### src/rtl/pipe_ctrl_chain.sv
// Parametrised control-word pipeline: DEPTH stages of WIDTH bits with per-stage valid, stall and flush.
// Optional performance counters (bubble_cnt, flush_cnt) are built when PIPE_CTRL_PERF_EN is defined.
module pipe_ctrl_chain #(
  parameter int unsigned WIDTH = 12,
  parameter int unsigned DEPTH = 3
) (
  input  logic                     clk,
  input  logic                     rst,
  input  logic                     in_valid,
  input  logic [WIDTH-1:0]         in_word,
  input  logic [DEPTH-1:0]         stall,
  input  logic [DEPTH-1:0]         flush,
  output logic [DEPTH-1:0]         out_valid,
  output logic [DEPTH*WIDTH-1:0]   out_word
`ifdef PIPE_CTRL_PERF_EN
  ,
  output logic [15:0]              bubble_cnt,
  output logic [15:0]              flush_cnt
`endif
);

  localparam int unsigned DW = DEPTH * WIDTH;

  logic [DEPTH-1:0] hold;
  logic [DEPTH-1:0] hold_up;
  logic [DEPTH-1:0] src_valid;
  logic [DW-1:0]    src_word;
  logic [DEPTH-1:0] valid_nxt;
  logic [DW-1:0]    word_nxt;

  // Effective hold propagates from any stalled later stage back toward stage 0
  always_comb begin
    hold = '0;
    hold[DEPTH-1] = stall[DEPTH-1];
    for (int k = int'(DEPTH) - 2; k >= 0; k--) begin
      hold[k] = stall[k] | hold[k + 1];
    end
  end

  // hold_up[k] is the hold of the stage feeding k; stage 0 is never fed by a held stage
  assign hold_up   = hold << 1;
  assign src_valid = (out_valid << 1) | DEPTH'(in_valid);
  assign src_word  = (out_word << WIDTH) | DW'(in_valid ? in_word : '0);

  // Per-stage priority: flush, hold, boundary bubble, advance
  always_comb begin
    valid_nxt = out_valid;
    word_nxt  = out_word;
    for (int k = 0; k < int'(DEPTH); k++) begin
      if (flush[k] || (!hold[k] && hold_up[k])) begin
        valid_nxt[k]                = 1'b0;
        word_nxt[k*WIDTH +: WIDTH]  = '0;
      end else if (!hold[k]) begin
        valid_nxt[k]                = src_valid[k];
        word_nxt[k*WIDTH +: WIDTH]  = src_word[k*WIDTH +: WIDTH];
      end
    end
  end

  always_ff @(posedge clk or negedge rst) begin
    if (!rst) begin
      out_valid <= '0;
      out_word  <= '0;
    end else begin
      out_valid <= valid_nxt;
      out_word  <= word_nxt;
    end
  end

`ifdef PIPE_CTRL_PERF_EN
  logic bubble_c;
  logic flush_hit_c;

  // h is monotonic, so at most one boundary exists per cycle
  assign bubble_c    = |(~flush & ~hold & hold_up);
  assign flush_hit_c = |(flush & out_valid);

  always_ff @(posedge clk or negedge rst) begin
    if (!rst) begin
      bubble_cnt <= '0;
      flush_cnt  <= '0;
    end else begin
      if (bubble_c && (bubble_cnt != 16'hFFFF)) bubble_cnt <= bubble_cnt + 16'd1;
      if (flush_hit_c && (flush_cnt != 16'hFFFF)) flush_cnt <= flush_cnt + 16'd1;
    end
  end
`endif

endmodule

### config.mk
export PLATFORM = sky130hd
export DESIGN_NAME = pipe_ctrl_chain
export DESIGN_NICKNAME = d
export VERILOG_FILES = /design/src/rtl/pipe_ctrl_chain.sv
export SDC_FILE = /design/constraint.sdc
export NUM_CORES = 1
export LEC_CHECK = 0
export BUFFER_PORTS_ARGS = -buffer_cell sky130_fd_sc_hd__buf_4
export CORE_MARGIN = 2
export CORE_UTILIZATION = 30
export DETAILED_ROUTE_END_ITERATION = 10
export SLEW_MARGIN = 20
export SYNTH_ARGS = -nofsm -noshare
export SYNTH_HDL_FRONTEND = slang
export SYNTH_SLANG_ARGS = --single-unit
export TNS_END_PERCENT = 10
### constraint.sdc
create_clock -name clk -period 1.5 [get_ports clk]
set_input_delay 0.075 -clock clk [delete_from_list [all_inputs] [get_ports clk]]
set_output_delay 0.075 -clock clk [all_outputs]
set_load 0.05 [all_outputs]
==> run summary <==
initial antenna violation count - 0
worst IR drop on VDD - 521 µV
clk_skew - 0.00647 ns
Period Utilization, post-route - 0.704
Mapped Cells - 174
total global-route track usage - 0.122
die area - 0.00686 mm²
clk sink count - 39
# H-tree levels - 2
crit path from - out_word[7]
data arrival time of the worst path - 1.28 ns
final wirelength - 4140 µm
critical path fanouts, max - 3
setup slack after layout - 0.445 ns
Clk pwr share - 0.352
CP Launch Type - flop
die height - 82.9 µm
Final Setup Violations - 0
first-pass GRT wire length - 6960 µm
Pwr per Cell Area - 810 mW/mm²
Worst Tran Pin Value - 0.484 ns
Final #Nets - 246
sequential area share after synthesis - 0.523
vias in the first global route - 1327
# port buffers - 59
Reg power frac - 0.544
Max Clock Freq - 948 MHz
NetSw - 0.504 mW
power share of the combinational group - 0.104
CP endpoint kind - flop
unrepaired setup endpoints after global routing - no
hold_buf cts - 1
Pre-Repair DR Iteration Count - 4
ANT nets after route - 0
drt via density - 4.77
Worst EP required - 1.72 ns
Area contributors post-synth - dfrtp_1 52%, or4b_1 7.5%, a21oi_1 7.2%
post-CTS setup buffers - 0
Synth top area share - 0.523
hold path endpoint - out_word[16]
Antenna Cells - 0
CTS clk-pin slew, worst paths - 0.08 ns
drt drc - 0
reg2reg path depth - 2
GPL Wtd Cong - 0.657
r2r setup slk - 0.44 ns
cts bufs inserted - 5
hold wc startpoint - flush[1]
# Max-Cap Violations - 0
gr ovfl total - 0
worst reg2reg startpoint - out_word[7]
core footprint - 0.00596 mm²
pre-CTS WS - 0.382 ns
root buffer selected by CTS - clkbuf_8
First DRT Iteration DRCs - 139
Leak Pwr - 1.05 nW
Clock Latency Late Sink - 0.29 ns
layout cells sized above 1 - 0.358
largest area contributor in the netlist - dfrtp_1
final core occ - 0.407
via count - 1436
switching share of power - 0.257
worst relative slew slack - 0.678
largest net degree at the start of global routing - 56
crit path time final - 1.06 ns
mapped cell area - 0.00187 mm²
outcome - finished, final reports clean
yosys warns - 0
Pint - 1.46 mW
Reg-to-Reg End - out_word[19]
Final TNS setup - 0 ns
Layout area overhead - 29.8%
Hold Path Depth - 2
Yosys cell types - 15
Die X - 82.9 µm
Crit Path Category - reg2reg
CTS tree - yes
most frequent cells in the layout - 60 x buf_4, 39 x dfrtp_1, 27 x a21oi_1, 14 x or4b_1
Mean Syn Cell Area - 10.7 µm²
Slew Viols, Final - 0
Mapped Nets - 195
synthesized flop and latch total - 39
Hold Crit Class - in2reg
# IOs - 60
Final Hold Vio Count - 0
Avg WL per Cell - 13.7 µm
CTS Buffer Depth - 2
Initial Util - 0.313
leading cell type in the layout, fill and taps excluded - buf_4
CTS resizes - 0
row cnt - 28
power groups by stage:
stage / clock, mW / sequential, mW / combinational (mW)
final: 0.690 / 1.07 / 0.205
after floorplan: 0 / 1.12 / 0.0843
after detailed placement: 0 / 1.09 / 0.207
after CTS: 0.715 / 1.07 / 0.209
after global placement: 0 / 1.09 / 0.206
after global routing: 0.754 / 1.07 / 0.227
layer usage:
layer | vias to the layer above | GRT usage | part of all wire | routed length (µm)
li1 | 723 | - | - | -
met1 | 660 | 0.184 | 0.50 | 2090
met2 | 47 | 0.164 | 0.42 | 1720
met5 | - | 0 | 0 | 0
met3 | 6 | 0.0437 | 0.068 | 282
met4 | 0 | 0.0358 | 0.011 | 45
cell usage after synthesis, drive strengths merged:
library cell and count:
clkbuf 13, or3b 13, mux2i 12, nand3b 12, a21oi 27, buf 4, nor3 1, nand2b 12
dfrtp 39, o31ai 1, or4b 14, o21ai 13, nand2 13
flip-flops by register name, summed over array words and instances, names as in the netlist:
register   count
out_word      36
out_valid      3
cell type report:
type	count	area [µm²]
multi-input cells	118	806
well taps	75	93.8
flip-flops and latches	39	976
fillers	599	3530
clock buffers	6	72.6
repair buffers	61	460
clock inverters	2	12.5
critical path, cell delays in order, from the launching register on:
cell and delay, ns:
dfrtp_1 0.38, or4b_1 0.45, a21oi_1 0.15
cell families after synthesis:
family	Yosys count	synth area share
simple gates	65	0.256
compound gates	41	0.111
flops	39	0.523
buf+inv	17	0.0449
mux	12	0.0644
how the worst max path moves through the flow:
| stage | slack, ns | endpoint |
|---|---|---|
| 2_1_floorplan | 0.21 | out_word[29] |
| 3_3_place_gp | 0.39 | out_word[13] |
| 3_5_place_dp | 0.38 | out_word[21] |
| 4_1_cts | 0.43 | out_valid[2] |
| 5_1_grt | 0.34 | out_word[16] |
| 6_report | 0.44 | out_word[19] |
stage by stage:
stage | instances | instance area (µm²) | hold slack (ns) | total power [mW]
after floorplan | 174 | 1870 | -0.221 | 1.20
final | 301 | 2420 | 0.0395 | 1.96
after detailed placement | 292 | 2330 | 0.0793 | 1.29
after CTS | 301 | 2420 | 0.0330 | 1.99
after global placement | 292 | 2330 | 0.0839 | 1.29
after global routing | 301 | 2420 | 0.0405 | 2.05
Note: power is estimated with default switching activity, not from simulation.
